### config.mk
export PLATFORM = sky130hd
export DESIGN_NAME = inert_spi_seq_flat
export DESIGN_NICKNAME = d
export VERILOG_FILES = /design/src/rtl/inert_pkg.sv /design/src/rtl/inert_spi_seq_if.sv /design/src/rtl/inert_int_sync.sv /design/src/rtl/inert_spi_seq.sv /design/src/flat_wrapper.sv
export SDC_FILE = /design/constraint.sdc
export NUM_CORES = 1
export LEC_CHECK = 0
export ABC_AREA = 0
export BUFFER_PORTS_ARGS = -buffer_cell sky130_fd_sc_hd__buf_4
export CAP_MARGIN = 20
export CORE_ASPECT_RATIO = 1.5
export CORE_MARGIN = 5
export CORE_UTILIZATION = 30
export DETAILED_ROUTE_END_ITERATION = 12
export GPL_ROUTABILITY_DRIVEN = 0
export GPL_TIMING_DRIVEN = 0
export MAX_ROUTING_LAYER = met4
export PLACE_DENSITY = 0.55
export SLEW_MARGIN = 20
export SYNTH_ARGS = -nofsm -noshare
export SYNTH_HDL_FRONTEND = slang
export SYNTH_SLANG_ARGS = --single-unit
### constraint.sdc
create_clock -name clk -period 2.21 [get_ports clk]
set_clock_uncertainty 0.15 [all_clocks]
set_input_delay 0.1105 -clock clk [delete_from_list [all_inputs] [get_ports clk]]
set_output_delay 0.1105 -clock clk [all_outputs]
set_load 0.01 [all_outputs]
### src/rtl/inert_pkg.sv
// State, phase and SPI command definitions shared by the inertial-sensor sequencer.
package inert_pkg;

  typedef enum logic [3:0] {
    PWR_WAIT = 4'd0,
    WR0      = 4'd1,
    WR1      = 4'd2,
    WR2      = 4'd3,
    IDLE     = 4'd4,
    RD_PL    = 4'd5,
    RD_PH    = 4'd6,
    RD_YL    = 4'd7,
    RD_YH    = 4'd8
  } state_t;

  typedef enum logic {
    SEND = 1'b0,
    WAIT = 1'b1
  } phase_t;

  localparam logic [15:0] CFG_INT   = 16'h0D02;
  localparam logic [15:0] CFG_GYRO  = 16'h1160;
  localparam logic [15:0] CFG_RND   = 16'h1440;
  localparam logic [15:0] RD_PTCH_L = 16'hA200;
  localparam logic [15:0] RD_PTCH_H = 16'hA300;
  localparam logic [15:0] RD_YAW_L  = 16'hA600;
  localparam logic [15:0] RD_YAW_H  = 16'hA700;

  // Command word each transaction state puts on the bus; zero when no command is active.
  function automatic logic [15:0] state_cmd(input state_t s);
    case (s)
      WR0:     return CFG_INT;
      WR1:     return CFG_GYRO;
      WR2:     return CFG_RND;
      RD_PL:   return RD_PTCH_L;
      RD_PH:   return RD_PTCH_H;
      RD_YL:   return RD_YAW_L;
      RD_YH:   return RD_YAW_H;
      default: return 16'h0000;
    endcase
  endfunction

  function automatic state_t next_step(input state_t s);
    case (s)
      WR0:     return WR1;
      WR1:     return WR2;
      RD_PL:   return RD_PH;
      RD_PH:   return RD_YL;
      RD_YL:   return RD_YH;
      default: return IDLE;
    endcase
  endfunction

endpackage

### src/rtl/inert_spi_seq_if.sv
// Handshake between the sequencer and the 16-bit SPI monarch.
interface inert_spi_seq_if;
  logic        snd;
  logic [15:0] cmd;
  logic        done;
  logic [15:0] resp;

  modport master (output snd, output cmd, input done, input resp);
  modport slave  (input snd, input cmd, output done, output resp);
endinterface

### src/rtl/inert_int_sync.sv
// Brings the sensor data-ready line into the clk domain and flags its rising edge.
module inert_int_sync (
  input  logic clk,
  input  logic rst,
  input  logic int_async,
  output logic int_rise
);

  logic [2:0] sync;

  // NOTE: clocked state uses non-blocking assignments so every flop samples the pre-edge value.
  always_ff @(posedge clk or posedge rst) begin
    if (rst) sync <= '0;
    else     sync <= {sync[1:0], int_async};
  end

  assign int_rise = sync[1] & ~sync[2];

endmodule

### src/rtl/inert_spi_seq.sv
// Power-up/config sequencer and pitch/yaw reader for the inertial sensor's SPI monarch.
module inert_spi_seq
  import inert_pkg::*;
#(
  parameter int WAIT_BITS = 16
) (
  input  logic            clk,
  input  logic            rst,
  input  logic            INT,
  inert_spi_seq_if.master spi,
  output logic [15:0]     ptch_rt,
  output logic [15:0]     yaw_rt,
  output logic            vld,
  output logic            init_done
);

  state_t               state;
  phase_t               phase;
  logic [WAIT_BITS-1:0] wait_cnt;
  logic                 pending;
  logic                 done_q;
  logic [7:0]           pl, ph, yl;
  logic                 int_rise;
  logic                 done_rise;
  logic                 in_cmd;
  logic [7:0]           resp_lo;
  logic                 unused_resp_hi;

  inert_int_sync u_int_sync (
    .clk       (clk),
    .rst       (rst),
    .int_async (INT),
    .int_rise  (int_rise)
  );

  // Only a fresh low-to-high transition of done marks completion; a held level never does.
  assign done_rise      = spi.done & ~done_q;
  assign in_cmd         = (state != PWR_WAIT) && (state != IDLE);
  assign spi.snd        = in_cmd && (phase == SEND);
  assign spi.cmd        = state_cmd(state);
  assign resp_lo        = spi.resp[7:0];
  assign unused_resp_hi = ^spi.resp[15:8];

  always_ff @(posedge clk or posedge rst) begin
    if (rst) begin
      state     <= PWR_WAIT;
      phase     <= SEND;
      wait_cnt  <= '0;
      pending   <= 1'b0;
      done_q    <= 1'b0;
      pl        <= '0;
      ph        <= '0;
      yl        <= '0;
      ptch_rt   <= '0;
      yaw_rt    <= '0;
      vld       <= 1'b0;
      init_done <= 1'b0;
    end else begin
      done_q <= spi.done;
      vld    <= 1'b0;

      // A new edge wins over the clear so an interrupt landing on the start cycle is kept.
      if (int_rise && init_done)         pending <= 1'b1;
      else if (state == IDLE && pending) pending <= 1'b0;

      case (state)
        PWR_WAIT: begin
          wait_cnt <= wait_cnt + 1'b1;
          if (&wait_cnt) begin
            state <= WR0;
            phase <= SEND;
          end
        end
        IDLE: begin
          if (pending) begin
            state <= RD_PL;
            phase <= SEND;
          end
        end
        default: begin
          if (phase == SEND) begin
            phase <= WAIT;
          end else if (done_rise) begin
            phase <= SEND;
            state <= next_step(state);
            case (state)
              WR2:   init_done <= 1'b1;
              RD_PL: pl <= resp_lo;
              RD_PH: ph <= resp_lo;
              RD_YL: yl <= resp_lo;
              RD_YH: begin
                // Both rates publish together so fusion logic never sees a torn pair.
                ptch_rt <= {ph, pl};
                yaw_rt  <= {resp_lo, yl};
                vld     <= 1'b1;
              end
              default: ;
            endcase
          end
        end
      endcase
    end
  end

endmodule

### src/flat_wrapper.sv
// flat-port wrapper written by rule: the top's interface ports become plain ports
module inert_spi_seq_flat import inert_pkg::*;
#(
  parameter int WAIT_BITS = 16
)
  (clk, rst, INT, ptch_rt, yaw_rt, vld, init_done, spi_snd, spi_cmd, spi_done, spi_resp);
  inert_spi_seq_if spi_i ();
  input  logic clk;
  input  logic rst;
  input  logic INT;
  output logic [15:0] ptch_rt;
  output logic [15:0] yaw_rt;
  output logic vld;
  output logic init_done;
  output wire logic [$bits(spi_i.snd)-1:0] spi_snd;
  output wire logic [$bits(spi_i.cmd)-1:0] spi_cmd;
  input wire logic [$bits(spi_i.done)-1:0] spi_done;
  input wire logic [$bits(spi_i.resp)-1:0] spi_resp;
  assign spi_snd = spi_i.snd;
  assign spi_cmd = spi_i.cmd;
  assign spi_i.done = spi_done;
  assign spi_i.resp = spi_resp;
  inert_spi_seq #(.WAIT_BITS(WAIT_BITS)) u_core (.clk(clk), .rst(rst), .INT(INT), .spi(spi_i), .ptch_rt(ptch_rt), .yaw_rt(yaw_rt), .vld(vld), .init_done(init_done));
endmodule
==> reports/qor.csv, run 1 <==
metric,value,unit
failing checks,setup timing,
grt total ovfl,0,
"Reg clk slew, reported paths",0.06,ns
"Power, Total",3.14,mW
Area Growth Syn to Fin,34.4,%
"CP delay by family, top",simple AND/OR/NAND/NOR gates,
Iteration-0 DRC Markers,78,
nets,367,
kind of critical path,reg -> reg,
I/O pin count,71,
FP Rows,48,
wire length per cell,14.6,µm
Max Freq,452,MHz
cell area after synthesis,3440,µm²
Met1 Wirelength,2.86,mm
Syn. warnings,0,
PnR worst setup slack,-0.00347,ns
root buffer cell,clkbuf_16,
Syn Area/Cell,13.4,µm²
placed insts,470,
final cell count without fillers,501,
final hold violations,0,
First-pass DRT Iterations,4,
CTS Buf Count,9,
distinct cell type count of the synthesized netlist,38,
CTS HTree Levels,3,
Clock Tree Buf Depth,2,
Setup crit end kind,register,
GRT Util Overall,0.114,
PD cells,677,nW/µm²
Final Max Tran Viols,0,
CP required,2.31,ns
total number of vias,2245,
Leakage,2.34,nW
hold crit path type,reg -> reg,
layout filler cell count,1135,
Worst Setup Start Kind,register,
post-route design area,4630,µm²
largest net degree at the start of global routing,35,
Routed WL,7.34,mm
metal3 WL,195,µm
worst skew pair latency,0.33,ns
synthesized instance count,257,
vias in the first global route,2360,
ys async rst share,1.00,
fin crit share,1.00,
RSZ-0062 raised after global routing,yes,
Core Area,11400,µm²
Final ANT Viol Nets,0,
Crit path buffers/inverters,2,
main flop type after synthesis,dfrtp_1,
Rel. slew slack,0.631,
max incr delay on CP,0.59,ns
Post-synth EDFFs,0,
critical-path cell list,buf_4 > or4_1 > buf_6 > or4_4 > nor2_4 > xor2_1,
die footprint,13800,µm²
post-layout min period,2.21,ns
width of the die,97.5,µm
dpl hpwl,5.25,mm
dpl ws,-0.133,ns
CTS Sinks,84,
Top Metal Used,met4,
status,"complete, but fails checks",
CP max FO,10,
MaxCap Viol Count,0,
Placed Area,4120,µm²
initial antenna violation count,0,
Via density,4.48,
Max rail drop VDD,0.373,mV
actual slew at the worst max-slew pin,0.548,ns
CTS tree,built,
number of synthesized register bits,84,
DRC viols,0,
initial core utilization,0.302,
first-pass GRT wire length,12.1,mm
ANT cells,0,
DR WL met2,4.12,mm
Buffers on Ports,56,
worst path arrival time,2.32,ns
die extent in y,141,µm
hold slack,0.198,ns
register area share after synthesis,0.610,
share of post-route cells with drive strength above 1,0.442,
slowest cell on the critical path,or4_4,
"Setup violations, final",1,
==> final timing paths <==
path                                                 from                   endpoint  slack, ns  depth (start not counted)
worst max-delay path                      u_core.state[3]        u_core.wait_cnt[14]     -0.003                          6
min in group asynchronous                             rst           u_core.yaw_rt[3]       0.24                          3
worst min register to register  u_core.u_int_sync.sync[0]  u_core.u_int_sync.sync[1]       0.20                          0
max in group asynchronous                             rst            u_core.state[2]       1.14                          4
worst min-delay path            u_core.u_int_sync.sync[0]  u_core.u_int_sync.sync[1]       0.20                          0
worst max register to register            u_core.state[3]        u_core.wait_cnt[14]     -0.003                          6
==> cell usage in the layout, fill, tap and decap left out, types with 5 or more instances in the layout <==
cell type and n:
dfrtp_1 83, buf_4 74, mux2_2 48, nand2_1 15, xnor2_1 11, dlygate4sd3_1 11
nor2_1 9, nand4_1 9, clkbuf_16 9, mux2_1 8, conb_1 6, inv_1 5
==> report_power, final <==
| part | switching (mW) | internal, mW |
|---|---|---|
| clock | 0.595 | 0.910 |
| sequential | 0.00109 | 1.54 |
| combinational | 0.0494 | 0.0403 |
==> worst reg2reg max path, cell delays in order (launching register included) <==
cell     delay (ns)
dfrtp_1        0.36
buf_4          0.17
or4_1          0.42
buf_6          0.15
or4_4          0.59
nor2_4         0.13
xor2_1         0.16
==> metal layers <==
metal / global-route usage / vias up
met3: 0.0243 / 10
met4: 0.0503 / 0
met1: 0.123 / 1134
met2: 0.200 / 42
li1: - / 1059
met5: - / -
==> cells in the mapped netlist (all sizes together), types with 2 or more instances <==
master	number	share of area
nand2	15	0.016
a21oi	4	0.0058
nand4	9	0.016
nor3	3	0.0044
dfrtp	84	0.61
clkbuf	5	0.0054
inv	6	0.0065
nor2	13	0.016
nand2b	2	0.0036
xnor2	11	0.028
or2	2	0.0036
o21ai	3	0.0044
nand3	4	0.0058
xor2	4	0.010
o31ai	3	0.0065
nor4	3	0.0073
buf	15	0.029
or4	2	0.0054
mux2	56	0.18
==> state kept, by name (all words and copies together), names as in the netlist <==
signal and flops:
u_core.done_q 1, u_core.init_done 1, u_core.pending 1, u_core.ph 8, u_core.phase 1, u_core.pl 8, u_core.ptch_rt 16, u_core.state 4
u_core.u_int_sync.sync 3, u_core.vld 1, u_core.wait_cnt 16, u_core.yaw_rt 16, u_core.yl 8
==> through the flow <==
step / utilization / setup TNS, ns
6_report: 0.406 / -0.00347
5_1_grt: 0.406 / -0.360
4_1_cts: 0.400 / -0.813
3_5_place_dp: 0.361 / -3.74
3_3_place_gp: 0.357 / -3.14
2_1_floorplan: - / 0
==> timing repair <==
item | in CTS | in global routing
hold buffers | 11 | 0
endpoints found under the hold margin | 54 | 0
pin swaps | 1 | 4
resized for setup | 6 | 15
endpoints found under the setup margin | 59 | 63
buffers inserted | 2 | 3
==> final cells by class <==
cell class / count / area [µm²] / share of cell area
clock buffer: 11 / 243 / 0.0524
multi-input combinational: 152 / 1260 / 0.271
inverter: 6 / 26.3 / 0.00567
clock inverter: 5 / 60.1 / 0.0130
tap: 150 / 188 / 0.0405
timing repair buffer: 74 / 621 / 0.134
buffer: 19 / 134 / 0.0289
sequential: 84 / 2100 / 0.454
==> cells by family (layout without fill, tap and decap cells) <==
family,after synthesis,after routing,share of synthesized area
XOR/XNOR,15,15,0.0381
flip-flops,84,84,0.610
buffers and inverters,26,115,0.0410
other,1,6,0.00109
AND/OR/NAND/NOR,59,59,0.0941
adder cells (fa/ha/maj),1,1,0.00363
AO/OA/AOI/OAI,15,15,0.0287
multiplexers,56,56,0.183
(Power assumes the default switching activity.)
==> run 2: changes to the inputs <==
--- a/config.mk
+++ b/config.mk
@@ -13,9 +13,9 @@
 export CORE_UTILIZATION = 30
 export DETAILED_ROUTE_END_ITERATION = 12
 export GPL_ROUTABILITY_DRIVEN = 0
-export GPL_TIMING_DRIVEN = 0
 export MAX_ROUTING_LAYER = met4
-export PLACE_DENSITY = 0.55
+export PLACE_DENSITY = 0.53
+export SKIP_LAST_GASP = 1
 export SLEW_MARGIN = 20
 export SYNTH_ARGS = -nofsm -noshare
 export SYNTH_HDL_FRONTEND = slang
==> constraint.sdc (replaced) <==
create_clock -name clk -period 2.7 [get_ports clk]
set_clock_uncertainty 0.15 [all_clocks]
set_input_delay 0.135 -clock clk [delete_from_list [all_inputs] [get_ports clk]]
set_output_delay 0.135 -clock clk [all_outputs]
set_load 0.01 [all_outputs]
==> run 2 against run 1 <==
  * The flow now finishes without violations
  * Setup slack gained 0.32 ns
  * Critical path depth shrank 2
  * Via count shrank 4.0%
  * Hold slack gained 0.0012 ns
  * Die area is the same
  * First-iteration DRC count grew 14%
  * Final area shrank 4.7%
  * Sequential power shrank 18%
  * Final cell count shrank 3.8%
==> reports/qor.csv, run 2 (same netlist as run 1, synthesis figures left out) <==
metric,value,unit,change
dpl hpwl,4.68,mm,-11%
Via density,4.47,,-0.18%
"commonest non-fill, non-tap cell in the layout",dfrtp_1,,
layout filler cell count,1135,,unchanged
CP max FO,14,,+4
die extent in y,141,µm,unchanged
actual slew at the worst max-slew pin,0.868,ns,+0.320 ns
CTS HTree Levels,3,,unchanged
Top Registers,"u_core.ptch_rt: 16 flops, u_core.wait_cnt: 16 flops, u_core.yaw_rt: 16 flops",,
FP Rows,48,,unchanged
PD cells,568,nW/µm²,-16%
Area Growth Syn to Fin,28.2,%,
CP required,2.76,ns,+0.45 ns
initial antenna violation count,0,,unchanged
root buffer cell,clkbuf_16,,
largest net degree at the start of global routing,85,,+140%
slowest cell on the critical path,or4_1,,
DRC viols,0,,unchanged
Routed WL,6.95,mm,-5.3%
Max Freq,420,MHz,-7.1%
MaxCap Viol Count,0,,unchanged
final hold violations,0,,unchanged
worst skew pair latency,0.33,ns,about the same
Setup crit end kind,register,,
post-cts sizing count,0,,-6
CTS Sinks,84,,unchanged
RSZ-0062 raised after global routing,no,,
"Power, Total",2.51,mW,-20%
"CP delay by family, top",simple AND/OR/NAND/NOR gates,,
Core Area,11400,µm²,unchanged
CTS tree,built,,
placed insts,455,,-3.2%
hold slack,0.199,ns,+0.00118 ns
critical-path cell list,or4_1 > nor4_1 > nand3_1 > xnor2_1,,
first-pass GRT wire length,11.7,mm,-3.6%
max incr delay on CP,0.70,ns,+0.11 ns
die footprint,13800,µm²,unchanged
grt total ovfl,0,,unchanged
GRT Util Overall,0.110,,-0.00353
Leakage,2.23,nW,-4.5%
ANT cells,0,,unchanged
width of the die,97.5,µm,unchanged
nets,348,,-5.2%
PnR worst setup slack,0.317,ns,+0.320 ns
initial core utilization,0.302,,unchanged
Final TNS setup,0,ns,+0.00347 ns
I/O pin count,71,,unchanged
Final Max Tran Viols,0,,unchanged
hold crit path type,reg -> reg,,
Max rail drop VDD,0.368,mV,-1.3%
post-layout min period,2.38,ns,+0.170 ns
status,"finished, final reports clean",,
First-pass DRT Iterations,4,,unchanged
total number of vias,2156,,-4.0%
"commonest cells after routing, fill and taps aside","84 x dfrtp_1, 62 x buf_4, 48 x mux2_2",,
Rel. slew slack,0.421,,-0.210
wire length per cell,14.4,µm,-1.6%
share of post-route cells with drive strength above 1,0.398,,-0.0440
dpl ws,0.334,ns,+0.468 ns
final cell count without fillers,482,,-3.8%
fin crit share,0.883,,-0.119
CTS Buf Count,9,,unchanged
Placed Area,4020,µm²,-2.3%
worst path arrival time,2.44,ns,+0.12 ns
utilization after layout,0.387,,-0.0190
post-route design area,4410,µm²,-4.7%
Buffers on Ports,56,,unchanged
Clock Tree Buf Depth,2,,unchanged
Iteration-0 DRC Markers,89,,+14%
Worst Setup Start Kind,register,,
"Reg clk slew, reported paths",0.06,ns,about the same
Crit path buffers/inverters,0,,-2
vias in the first global route,2280,,-3.4%
kind of critical path,reg -> reg,,
Final ANT Viol Nets,0,,unchanged
"Setup violations, final",0,,-1
[run 2: path summary, 6_finish.rpt]
kind	from	endpoint	slack, ns	cells past startpoint
worst min register to register	u_core.u_int_sync.sync[0]	u_core.u_int_sync.sync[1]	0.20	0
worst max-delay path	u_core.state[1]	u_core.wait_cnt[15]	0.32	4
worst max register to register	u_core.state[1]	u_core.wait_cnt[15]	0.32	4
max in group asynchronous	rst	u_core.vld	1.72	4
min in group asynchronous	rst	u_core.ptch_rt[11]	0.28	4
worst min-delay path	u_core.u_int_sync.sync[0]	u_core.u_int_sync.sync[1]	0.20	0
[run 2: layout make-up]
type	instances	area [µm²]	area share
Sequential cell	84	2100	0.476
Multi-Input combinational cell	152	1220	0.276
Timing Repair Buffer	74	596	0.135
Clock buffer	11	233	0.0527
Tap cell	150	188	0.0425
Clock inverter	5	52.6	0.0119
Inverter	6	23.8	0.00539
[run 2: worst reg2reg max path, stage by stage (launching register included)]
cell and delay (ns):
dfrtp_1 0.52, or4_1 0.71, nor4_1 0.56, nand3_1 0.17
xnor2_1 0.16
[run 2: where the power goes]
part	switching [mW]	internal [mW]
registers	0.000863	1.26
logic	0.0391	0.0245
clock network	0.470	0.712
total	0.510	2.00
[run 2: repair_timing]
| action | 4_1_cts | 5_1_grt |
|---|---|---|
| hold buffers | 11 | 0 |
| hold endpoints to repair | 118 | 0 |
| buffers inserted | 0 | 0 |
[run 2: metal layers]
layer | routed length (µm) | track usage | vias up
met5 | 0 | - | -
met4 | 131 | 0.0503 | 0
met3 | 157 | 0.0203 | 9
met2 | 3700 | 0.185 | 29
met1 | 2960 | 0.128 | 1095
li1 | - | - | 1023
